<file path="config.mk">
export PLATFORM = sky130hd
export DESIGN_NAME = serial_sub_6bit
export DESIGN_NICKNAME = d
export VERILOG_FILES = /design/src/rtl/serial_sub_6bit.sv
export SDC_FILE = /design/constraint.sdc
export NUM_CORES = 1
export LEC_CHECK = 0
export CAP_MARGIN = 20
export CORE_UTILIZATION = 55
export DETAILED_ROUTE_END_ITERATION = 10
export GPL_TIMING_DRIVEN = 0
export PLACE_DENSITY = 0.83
export SETUP_SLACK_MARGIN = 0.1
export SLEW_MARGIN = 15
export SYNTH_ARGS = -nofsm -noshare
export SYNTH_HDL_FRONTEND = slang
export SYNTH_SLANG_ARGS = --single-unit
</file>
<file path="constraint.sdc">
create_clock -name i_clk -period 3.2 [get_ports i_clk]
set_input_delay 0.48 -clock i_clk [delete_from_list [all_inputs] [get_ports i_clk]]
set_output_delay 0.48 -clock i_clk [all_outputs]
set_load 0.01 [all_outputs]
</file>
<file path="src/rtl/serial_sub_6bit.sv">
// Bit-serial unsigned subtractor: one full-subtractor bit per clock, LSB first,
// with valid/ready handshakes on both the operand and the result side.
module serial_sub_6bit #(
    parameter int unsigned WIDTH = 6
) (
    input  logic             i_clk,
    input  logic             i_rst_n,
    input  logic             i_valid,
    output logic             o_ready,
    input  logic [WIDTH-1:0] i_minuend,
    input  logic [WIDTH-1:0] i_subtrahend,
    output logic             o_valid,
    input  logic             i_ready,
    output logic [WIDTH:0]   o_result
);

    localparam int unsigned CntW = $clog2(WIDTH + 1);

    typedef enum logic [1:0] {
        StIdle,
        StBusy,
        StDone
    } state_e;

    state_e           state_q, state_d;
    logic [WIDTH-1:0] a_q, a_d;
    logic [WIDTH-1:0] b_q, b_d;
    logic [WIDTH-1:0] diff_q, diff_d;
    logic [CntW-1:0]  cnt_q, cnt_d;
    logic             borrow_q, borrow_d;
    logic [WIDTH:0]   result_q, result_d;
    logic             ready_q, ready_d;
    logic             valid_q, valid_d;

    logic             bit_diff;
    logic             bit_bout;
    logic [WIDTH-1:0] diff_shift;

    always_comb begin
        bit_diff = a_q[0] ^ b_q[0] ^ borrow_q;
        bit_bout = (~a_q[0] & b_q[0]) | (~(a_q[0] ^ b_q[0]) & borrow_q);
        // Difference bits enter at the MSB so the LSB lands at bit 0 after WIDTH shifts.
        diff_shift            = diff_q >> 1;
        diff_shift[WIDTH-1]   = bit_diff;

        state_d  = state_q;
        a_d      = a_q;
        b_d      = b_q;
        diff_d   = diff_q;
        cnt_d    = cnt_q;
        borrow_d = borrow_q;
        result_d = result_q;

        case (state_q)
            StIdle: begin
                if (i_valid) begin
                    a_d      = i_minuend;
                    b_d      = i_subtrahend;
                    diff_d   = '0;
                    cnt_d    = '0;
                    borrow_d = 1'b0;
                    state_d  = StBusy;
                end
            end
            StBusy: begin
                a_d      = a_q >> 1;
                b_d      = b_q >> 1;
                diff_d   = diff_shift;
                borrow_d = bit_bout;
                cnt_d    = cnt_q + CntW'(1);
                if (cnt_q == CntW'(WIDTH - 1)) begin
                    result_d = {bit_bout, diff_shift};
                    state_d  = StDone;
                end
            end
            StDone: begin
                if (i_ready) begin
                    state_d = StIdle;
                end
            end
            default: state_d = StIdle;
        endcase

        ready_d = (state_d == StIdle);
        valid_d = (state_d == StDone);
    end

    always_ff @(posedge i_clk or negedge i_rst_n) begin
        if (!i_rst_n) begin
            state_q  <= StIdle;
            a_q      <= '0;
            b_q      <= '0;
            diff_q   <= '0;
            cnt_q    <= '0;
            borrow_q <= 1'b0;
            result_q <= '0;
            ready_q  <= 1'b1;
            valid_q  <= 1'b0;
        end else begin
            state_q  <= state_d;
            a_q      <= a_d;
            b_q      <= b_d;
            diff_q   <= diff_d;
            cnt_q    <= cnt_d;
            borrow_q <= borrow_d;
            result_q <= result_d;
            ready_q  <= ready_d;
            valid_q  <= valid_d;
        end
    end

    assign o_ready  = ready_q;
    assign o_valid  = valid_q;
    assign o_result = result_q;

endmodule

</file>
Word-level counts from Yosys, hierarchy flattened
Cells that the tools add are included.
Widths: inputs -> output; s select.

word-level totals
  input bits = 16
  output and inout port bits = 9
  register bits = 33

cells by class
  $add $sub $neg = 1
  mux-type cells = 14
  reductions and logical operators = 5
  equal/unequal tests = 5
  bitwise operators = 7

operators with widths
  operator             number
  $pmux 6 s2           3
  $mux 6               3
  $mux 2               3
  $pmux 2 s3           1
  $pmux 3 s2           1
  $eq 2x2->1 const B   2
  $logic_not 2->1      2
  $reduce_and 2->1     2
  $add 3x1->3 const B  1
  $eq 3x3->1 const B   1
  $mux 3               1
  $and 1x1->1          2
  $eq 2x1->1 const B   1
  $ne 2x2->1 const B   1
  $not 1->1            2
  $pmux 1 s2           1
  $reduce_bool 2->1    1
  $xor 1x1->1          2
  $mux 1               1
  $or 1x1->1           1

Depth between registers and ports, before layout
Gate-level depths: netlist (run 1).

  depth in word-level cells = 5
  depth in mapped cells = 4
  depth with buffers taken out = 4

Worst setup path before layout (run 1)
No wires, ideal clock.

  path kind = reg-to-reg
  start point = register state_q[0]
  end point = register b_q[3]
  buffers on the path = 1
  cell stages (with the launch flop) = 4
  required time = 3.077 ns
  setup slack = 1.920 ns
  arrival time = 1.158 ns
  clock period less this slack = 1.280 ns
  path through = dfrtp_1 > buf_6 > or4b_1 > o221a_2

between the ends
  longest elaborated chain between the ends = 3
  elaborated cells between the ends (all ways) = 6
  classes of those cells = eq/ne (2); mux (1); reduce/logical (3)

RTL lines
  item                                                              RTL line  RTL
  start: declaration                                                25        state_e state_q, state_d;
  start signal: assignment                                          90        state_q <= StIdle;
  start signal: assignment                                          100       state_q <= state_d;
  $eq 2x1->1 or $logic_not 2->1 (tied branches)                     54        case (state_q)
  $reduce_bool 2->1 (no source line) or $ne 2x2->1 (tied branches)  -
  $reduce_and 2->1 (no source line)                                 -
  end signal: assignment                                            92        b_q <= '0;
  end signal: assignment                                            102       b_q <= b_d;
  end: declaration                                                  27        logic [WIDTH-1:0] b_q, b_d;

Several ways; a longest one is shown, not always the timed one.
A chain may end at the register's enable or synchronous reset.

Worst setup path in the final report (run 1)
  start point = register ready_q, in the netlist o_ready
  end point = output o_ready

RTL lines
  item                      RTL line  RTL
  start: declaration        32        logic ready_q, ready_d;
  start signal: assignment  107       ready_q <= ready_d;
  end: declaration          9         output logic o_ready,

No word-level cell between the ends.

==> results of run 1 <==
==> through the flow <==
step,hold slack [ns],setup WS (ns),utilization
after floorplan,0.184,1.92,-
after global placement,0.485,1.11,0.692
after detailed placement,0.491,1.16,0.690
after CTS,0.189,1.33,0.715
after global routing,0.205,1.30,0.715
final,0.165,1.34,0.715
==> report_power, final <==
part | internal [mW] | switching, mW | leakage (nW)
clock network | 0.104 | 0.137 | 0.0380
registers | 0.591 | 0.109 | 0.395
logic | 0.397 | 0.328 | 0.374
==> cell families (layout without fill, tap and decap cells) <==
group / after synthesis / count (layout) / share of synthesized area
DFF: 32 / 32 / 0.558
AOI/OAI and AO/OA: 26 / 26 / 0.158
adders and majority gates: 3 / 3 / 0.0313
muxes: 8 / 8 / 0.0609
and+or+nand+nor: 20 / 20 / 0.133
buffers and inverters: 16 / 48 / 0.0592
==> layer usage <==
| metal | up-vias | wire [um] |
|---|---|---|
| met5 | - | 0 |
| met4 | 0 | 46 |
| met3 | 7 | 126 |
| met2 | 25 | 1310 |
| met1 | 507 | 1240 |
| li1 | 467 | - |
==> sequential cells by signal (all words and copies together), names as in the netlist <==
signal,flops
diff_q,5
cnt_q,3
borrow_q,1
o_valid,1
o_result,7
a_q,6
b_q,6
o_ready,1
state_q,2
==> path summary, 6_finish.rpt <==
| path | slack, ns | to | from |
|---|---|---|---|
| min in group i_clk | 0.51 | o_result[0]$_DFFE_PN0P_ | o_result[0]$_DFFE_PN0P_ |
| worst max-delay path | 1.34 | o_ready | o_ready$_DFF_PN1_ |
| max in group asynchronous | 2.58 | a_q[4]$_DFFE_PN0P_ | i_rst_n |
| worst min-delay path | 0.16 | b_q[2]$_DFFE_PN0P_ | i_rst_n |
| worst min register to register | 0.51 | o_result[0]$_DFFE_PN0P_ | o_result[0]$_DFFE_PN0P_ |
| worst max register to register | 1.82 | a_q[4]$_DFFE_PN0P_ | state_q[1]$_DFF_PN0_ |
==> layout by cell type, fill, tap and decap left out, types with 2 or more instances in the layout <==
master,instances
a221oi_1,5
a211o_1,2
o221a_2,5
dfrtp_1,31
nor4b_1,5
buf_6,3
clkbuf_1,3
buf_2,3
clkinv_2,2
mux2_2,6
mux2i_1,2
ha_1,2
or4b_1,5
a22o_1,5
inv_1,8
o21ai_0,2
clkbuf_4,5
clkdlybuf4s50_1,23
==> area by class of cell <==
class | count | area [um^2]
sequential | 32 | 802
fill | 183 | 706
multi-input combinational | 57 | 551
timing repair buffer | 24 | 235
buffer | 8 | 55.1
clock buffer | 6 | 51.3
tap | 30 | 37.5
inverter | 8 | 30.0
clock inverter | 2 | 10.0
==> results.cfg, run 1 <==
[place]
place_congestion = 0.782
io_buffers = 24
dpl_cell_area_um2 = 1710
hpwl_um = 1940
dp.cells = 159

[clocking]
cts.sinks = 32
cts_setup_buffers = 0
cts_buffer_depth = 2
cts_tree = built
cts.repair.resized = 0
clock_latency_ns = 0.34
clk_pin_slew_ns = 0.11
holdBufCountCts = 0
numCtsBuffers = 5
clockRootBuffer = clkbuf_4
cts_max_level = 2

[global_routing]
busiest_layer = met2
gr-total-overflow = 0
grtUsageTotal = 0.233
gr-usage-met1 = 0.280
met2_usage = 0.380
grt_pass1_vias = 898
grt_pass1_wl_um = 4440
grt_use_met3 = 0.0891
grt_max_degree = 33
antenna_found_initial = 0

[pwr]
power_mw = 1.67
leakage_nw = 0.806
power_density_nw_per_um2 = 941
ir_drop_mv = 0.583

[yosys]
yosys.area.top_type = dfrtp_1
synthTopCellsByArea = dfrtp_1 54%, mux2_2 4.7%, o221a_2 3.9%
ys_seq_area_frac = 0.558
yosysWarnings = 0
synth_flop_cell = dfrtp_1
synth_edf_count = 0
syn_area_per_cell_um2 = 13.7
async_flop_share = 1.00
synthMostInstantiatedCell = dfrtp_1
synth_nets = 124
synth_cell_types = 34
syn_area_um2 = 1440
synth_seq_cells = 32
netlist_top_cells_count = 31 x dfrtp_1, 8 x inv_1, 6 x mux2_2
yosysTopAreaCellShare = 0.540
syn_inst = 105

[critical_path]
setup.worst_path.class = reg2out
critPathBufInv = 1
path_depth = 1
start_kind = flip-flop
worstRegToRegCells = 4
cp.arrival_ns = 1.38
crit_slowest_cell = dfstp_2
cp_cell_sequence = clkdlybuf4s50_1
slowest_delay_ns = 0.52
critical-path-top-delay-family = flip-flops
cp_max_fo = 1
end_kind = output pin
crit_required_ns = 2.72

[timing]
period_share = 0.580
slew_viol_final = 0
fmax_ghz = 0.539
timing.setup.tns_ns = 0
slew_headroom = 0.542
rsz0062_at_grt = no
fin_skew_ns = 0.0116
finalSetupViolations = 0
final-hold-violation-count = 0
tightest_slew_ns = 0.687
period_needed_ns = 1.86

[routing]
first_pass_iters = 4
vias = 1006
drtIter0Drc = 9
vias_per_cell = 6.02
drtAntennaViolNets = 0
wl_per_cell_um = 16.3
routed_wl_um = 2720
drcViolationCount = 0

[die]
die_h_um = 53.1
dieArea_um2 = 2820
std_cell_rows = 18
initial_utilization = 0.580
ioPinCount = 25
core_area_um2 = 2480
dieWidth_um = 53.1

[final_layout]
drive_gt1_frac = 0.212
n_antenna_cell = 0
fin_area_um2 = 1770
nets = 155
layout.cells.non_filler = 167
syn_to_final_growth_pct = 23.2

[flow_run]
max_cap_viol_count = 0

[outcome]
outcome = complete, no violations

[min_path]
hold_class = in2async
Power figures use the tool's default switching activity.
==> run 2, diff against run 1 <==
--- a/config.mk
+++ b/config.mk
@@ -6,10 +6,10 @@
 export NUM_CORES = 1
 export LEC_CHECK = 0
 export CAP_MARGIN = 20
-export CORE_UTILIZATION = 55
+export CORE_UTILIZATION = 46
 export DETAILED_ROUTE_END_ITERATION = 10
 export GPL_TIMING_DRIVEN = 0
-export PLACE_DENSITY = 0.83
+export PLACE_DENSITY = 0.74
 export SETUP_SLACK_MARGIN = 0.1
 export SLEW_MARGIN = 15
 export SYNTH_ARGS = -nofsm -noshare
==> constraint.sdc (replaced) <==
create_clock -name i_clk -period 1.6 [get_ports i_clk]
set_input_delay 0.24 -clock i_clk [delete_from_list [all_inputs] [get_ports i_clk]]
set_output_delay 0.24 -clock i_clk [all_outputs]
set_load 0.01 [all_outputs]
==> run 2 against run 1 <==
Against the previous run: the run now ends with design-rule violations left; global-route usage fell by 4.8 points; hold slack improved by 0.32 ns; highest routed layer unchanged; total power increased by 97%; clock skew shrank 0.0033 ns; utilization is 8.7 points lower; routed wire length down 0.74%; largest cell class unchanged; die area increased by 19%; first-iteration DRC count rose by 67%; worst setup slack worse by 1.2 ns; design area grew 1.1%; sequential power up 100%; critical path type unchanged; clock power rose by 93%.
==> results.cfg, run 2 (synthesis results as in run 1) <==
[routing]
drtIter0Drc = 15
drtAntennaViolNets = 0
drcViolationCount = 2
vias_per_cell = 5.80
vias = 981
routed_wl_um = 2700
wl_per_cell_um = 16.0
first_pass_iters = 7

[critical_path]
start_kind = flip-flop
cp_cell_sequence = clkdlybuf4s50_1
setup.worst_path.class = reg2out
cp.arrival_ns = 1.21
worstRegToRegCells = 4
crit_required_ns = 1.36
regToRegEndpoint = o_result[3]$_DFFE_PN0P_
r2r_slack_ns = 0.23
critical-path-top-delay-family = buffers and inverters
slowest_delay_ns = 0.54
crit_slowest_cell = clkdlybuf4s50_1
end_kind = output pin
rr_startpoint = cnt_q[1]$_DFFE_PN0P_
cp_max_fo = 2
critPathBufInv = 1

[clocking]
cts_max_level = 2
cts_buffer_depth = 2
numCtsBuffers = 5
cts_tree = built
clock_latency_ns = 0.32
clk_pin_slew_ns = 0.09
clockRootBuffer = clkbuf_4
cts.sinks = 32

[flow_run]
max_cap_viol_count = 0

[final_layout]
nets = 156
final_cell_mix = 31 x dfrtp_1, 17 x clkdlybuf4s50_1, 8 x inv_1
syn_to_final_growth_pct = 24.6
n_antenna_cell = 0
layout_commonest_cell = dfrtp_1
fin_area_um2 = 1790
drive_gt1_frac = 0.196
largest_reg_flops = 7

[timing]
final-hold-violation-count = 0
fmax_ghz = 0.689
period_needed_ns = 1.45
slew_headroom = 0.545
fin_skew_ns = 0.00831
rsz0062_at_grt = no
tightest_slew_ns = 0.682
finalSetupViolations = 0
setup_slack_ns = 0.149
slew_viol_final = 0
period_share = 0.907

[place]
place_congestion = 0.764
dp_slack_ns = -0.0897
dpl_cell_area_um2 = 1710
hpwl_um = 1960
io_buffers = 24

[die]
ioPinCount = 25
initial_utilization = 0.504
core_area_um2 = 2850
dieArea_um2 = 3350
dieWidth_um = 57.9
std_cell_rows = 19
die_h_um = 57.9

[global_routing]
grt_pass1_vias = 998
grt_pass1_wl_um = 4600
antenna_found_initial = 0
grtUsageTotal = 0.185
grt_max_degree = 33
gr-total-overflow = 0

[min_path]
hold_class = in2async

[pwr]
power_density_nw_per_um2 = 1830
power_mw = 3.28
ir_drop_mv = 0.843
leakage_nw = 0.874

[outcome]
violations = design-rule violations
outcome = complete, but fails checks
-- run 2: area by class of cell --
class                      instances  area, um^2
fill                             237        1060
sequential                        32         802
multi-input combinational         57         551
timing repair buffer              25         256
clock buffer                       8        58.8
buffer                             8        55.1
tap                               31        38.8
inverter                           8        30.0
-- run 2: power breakdown --
part	leakage (nW)	switching, mW	total, mW	internal, mW
clock network	0.0326	0.249	0.466	0.217
logic	0.446	0.639	1.41	0.769
registers	0.395	0.219	1.40	1.18
-- run 2: timing repair --
action                                  CTS  global route
hold buffers                              1             0
setup buffers                             0             0
gates resized for setup                   1             6
endpoints found under the setup margin    1             7
endpoints found under the hold margin    31             0
pin swaps                                 0             0
-- run 2: layer usage --
metal  track usage  share of wire
met1         0.236           0.45
met2         0.305           0.49
met3        0.0402          0.043
met4        0.0816          0.014
met5             0              0
-- run 2: stage by stage --
| stage | instances | hold slack [ns] | setup TNS, ns | util |
|---|---|---|---|---|
| 6_report | 169 | 0.480 | 0 | 0.628 |
| 5_1_grt | 169 | 0.536 | 0 | 0.628 |
| 4_1_cts | 169 | 0.503 | 0 | 0.624 |
| 3_5_place_dp | 160 | 0.319 | -0.482 | 0.600 |
| 3_3_place_gp | 160 | 0.482 | -8.75 | 0.602 |
| 2_1_floorplan | 105 | -0.0556 | 0 | - |
-- run 2: how the worst max path moves through the flow --
stage,startpoint,slack (ns),to,cells after the start
2_1_floorplan,state_q[0]$_DFF_PN0_,0.32,b_q[3]$_DFFE_PN0P_,3
3_3_place_gp,i_rst_n,-0.27,o_valid$_DFF_PN0_,1
5_1_grt,state_q[1]$_DFF_PN0_,0.10,a_q[1]$_DFFE_PN0P_,4
4_1_cts,o_result[6]$_DFFE_PN0P_,0.13,o_result[6],1
3_5_place_dp,i_valid,-0.09,a_q[0]$_DFFE_PN0P_,4
6_report,o_result[4]$_DFFE_PN0P_,0.15,o_result[4],1
==> run 3, diff against run 2 <==
--- a/config.mk
+++ b/config.mk
@@ -6,10 +6,11 @@
 export NUM_CORES = 1
 export LEC_CHECK = 0
 export CAP_MARGIN = 20
-export CORE_UTILIZATION = 46
+export CORE_UTILIZATION = 49
+export CTS_BUF_LIST = sky130_fd_sc_hd__clkbuf_8
 export DETAILED_ROUTE_END_ITERATION = 10
 export GPL_TIMING_DRIVEN = 0
-export PLACE_DENSITY = 0.74
+export PLACE_DENSITY = 0.78
 export SETUP_SLACK_MARGIN = 0.1
 export SLEW_MARGIN = 15
 export SYNTH_ARGS = -nofsm -noshare
==> run 3 against run 2 <==
Against the previous run: the flow now finishes without violations; design area rose by 1.5%; global-route usage rose by 0.76 points; utilization rose by 3.2 points; critical path depth did not move; combinational power barely moved; die area fell by 5.9%; total power rose by 8.3%; clock skew fell by 0.00061 ns; hold slack got worse by 0.47 ns; final cell count fell by 0.59%; highest routed layer unchanged.
==> results.cfg, run 3 (synthesis results as in run 1) <==
[outcome]
outcome = complete, no violations

[timing]
slew_viol_final = 0
whs_ns = 0.00864
finalSetupViolations = 0
fin_skew_ns = 0.00770
rsz0062_at_grt = no
tightest_slew_ns = 0.700
fmax_ghz = 0.719
setup_slack_ns = 0.208
final-hold-violation-count = 0
period_needed_ns = 1.39
slew_headroom = 0.534
period_share = 0.870

[global_routing]
gr-total-overflow = 0
antenna_found_initial = 0
grt_pass1_wl_um = 4650
grt_max_degree = 33
grtUsageTotal = 0.193
grt_pass1_vias = 1018

[pwr]
seq_power_share = 0.395
clkPwrFrac = 0.208
ir_drop_mv = 1.23
p_switching_mw = 1.13
switching_share = 0.318
cellInternalPower_mw = 2.42
p_comb_frac = 0.396
power_density_nw_per_um2 = 1950
leakage_nw = 0.834

[clocking]
clock_latency_ns = 0.28
cts_buffer_depth = 2
cts_tree = built
cts_setup_buffers = 0
cts.sinks = 32
clk_pin_slew_ns = 0.07
numCtsBuffers = 5
cts_max_level = 2
clockRootBuffer = clkbuf_8

[critical_path]
slowest_delay_ns = 0.53
cp.arrival_ns = 1.15
cp-startpoint = o_result[1]$_DFFE_PN0P_
critPathBufInv = 1
start_kind = flip-flop
cp_cell_sequence = clkdlybuf4s50_1
setup.worst_path.class = reg2out
end_kind = output pin
crit_slowest_cell = clkdlybuf4s50_1
cp_max_fo = 2
crit_required_ns = 1.36
r2r_slack_ns = 0.24
rr_startpoint = state_q[1]$_DFF_PN0_
critical-path-top-delay-family = buffers and inverters

[die]
dieWidth_um = 56.2
core_area_um2 = 2760
std_cell_rows = 19
ioPinCount = 25
initial_utilization = 0.521
die_h_um = 56.2
dieArea_um2 = 3150

[place]
place_congestion = 0.749
dp_slack_ns = -0.156
io_buffers = 24

[final_layout]
seqCellArea_um2 = 802
largest_reg_flops = 7
layout_commonest_cell = dfrtp_1
nets = 155
syn_to_final_growth_pct = 26.5
n_antenna_cell = 0
drive_gt1_frac = 0.212
multi_input_area_um2 = 551
fillers = 224
final_cell_mix = 31 x dfrtp_1, 22 x clkdlybuf4s50_1, 9 x inv_1

[routing]
drtIter0Drc = 26
first_pass_iters = 4
vias = 995
drtAntennaViolNets = 0
routed_wl_um = 2590
vias_per_cell = 5.92
wl_per_cell_um = 15.4
drcViolationCount = 0

[flow_run]
max_cap_viol_count = 0

[min_path]
hold_class = in2async
[run 3: per-layer routing]
metal  vias up  track usage  routed length, um
li1        464            -                  -
met1       496        0.257               1140
met2        31        0.303               1270
met3         4       0.0512                137
met4         0       0.0732                 33
met5         -            0                  0
[run 3: layout make-up]
cell class,count,area share
multi-input combinational,57,0.303
clock buffer,5,0.0378
sequential,32,0.441
inverter,8,0.0165
clock inverter,3,0.0213
timing repair buffer,24,0.129
buffer,8,0.0309
tap,31,0.0213
[run 3: per-stage QoR]
| stage | setup TNS, ns | power (mW) | utilization | cell area [um^2] | cells |
|---|---|---|---|---|---|
| floorplan | 0 | 2.36 | - | 1440 | 105 |
| global route | 0 | 3.80 | 0.660 | 1820 | 168 |
| detailed placement | -0.989 | 2.85 | 0.621 | 1710 | 160 |
| CTS | 0 | 3.58 | 0.659 | 1820 | 168 |
| finish | 0 | 3.55 | 0.660 | 1820 | 168 |
| global placement | -8.74 | 2.77 | 0.623 | 1720 | 160 |
[run 3: worst register-to-register path, cell delays in order (launching register included)]
cell	delay [ns]
dfrtp_1	0.41
buf_6	0.15
nor2b_1	0.11
clkbuf_1	0.37
a221oi_1	0.17
[run 3: what timing repair did]
action	CTS	global route
hold endpoints to repair	0	0
resized for setup	1	2
endpoints found under the setup margin	1	1
hold buffers	0	0
[run 3: power by group through the flow]
stage / clock, mW / combinational [mW] / sequential, mW
4_1_cts: 0.751 / 1.42 / 1.41
2_1_floorplan: 0 / 0.949 / 1.41
3_3_place_gp: 0 / 1.37 / 1.40
3_5_place_dp: 0 / 1.43 / 1.42
6_report: 0.739 / 1.41 / 1.40
5_1_grt: 0.789 / 1.57 / 1.45
[run 3: path summary, 6_finish.rpt]
check                           cells after the start                      end
worst max-delay path                                1              o_result[1]
worst min-delay path                                1     state_q[0]$_DFF_PN0_
worst max register to register                      4       a_q[2]$_DFFE_PN0P_
worst min register to register                      1  o_result[0]$_DFFE_PN0P_
max in group asynchronous                           1  o_result[6]$_DFFE_PN0P_
min in group i_clk                                  1  o_result[0]$_DFFE_PN0P_
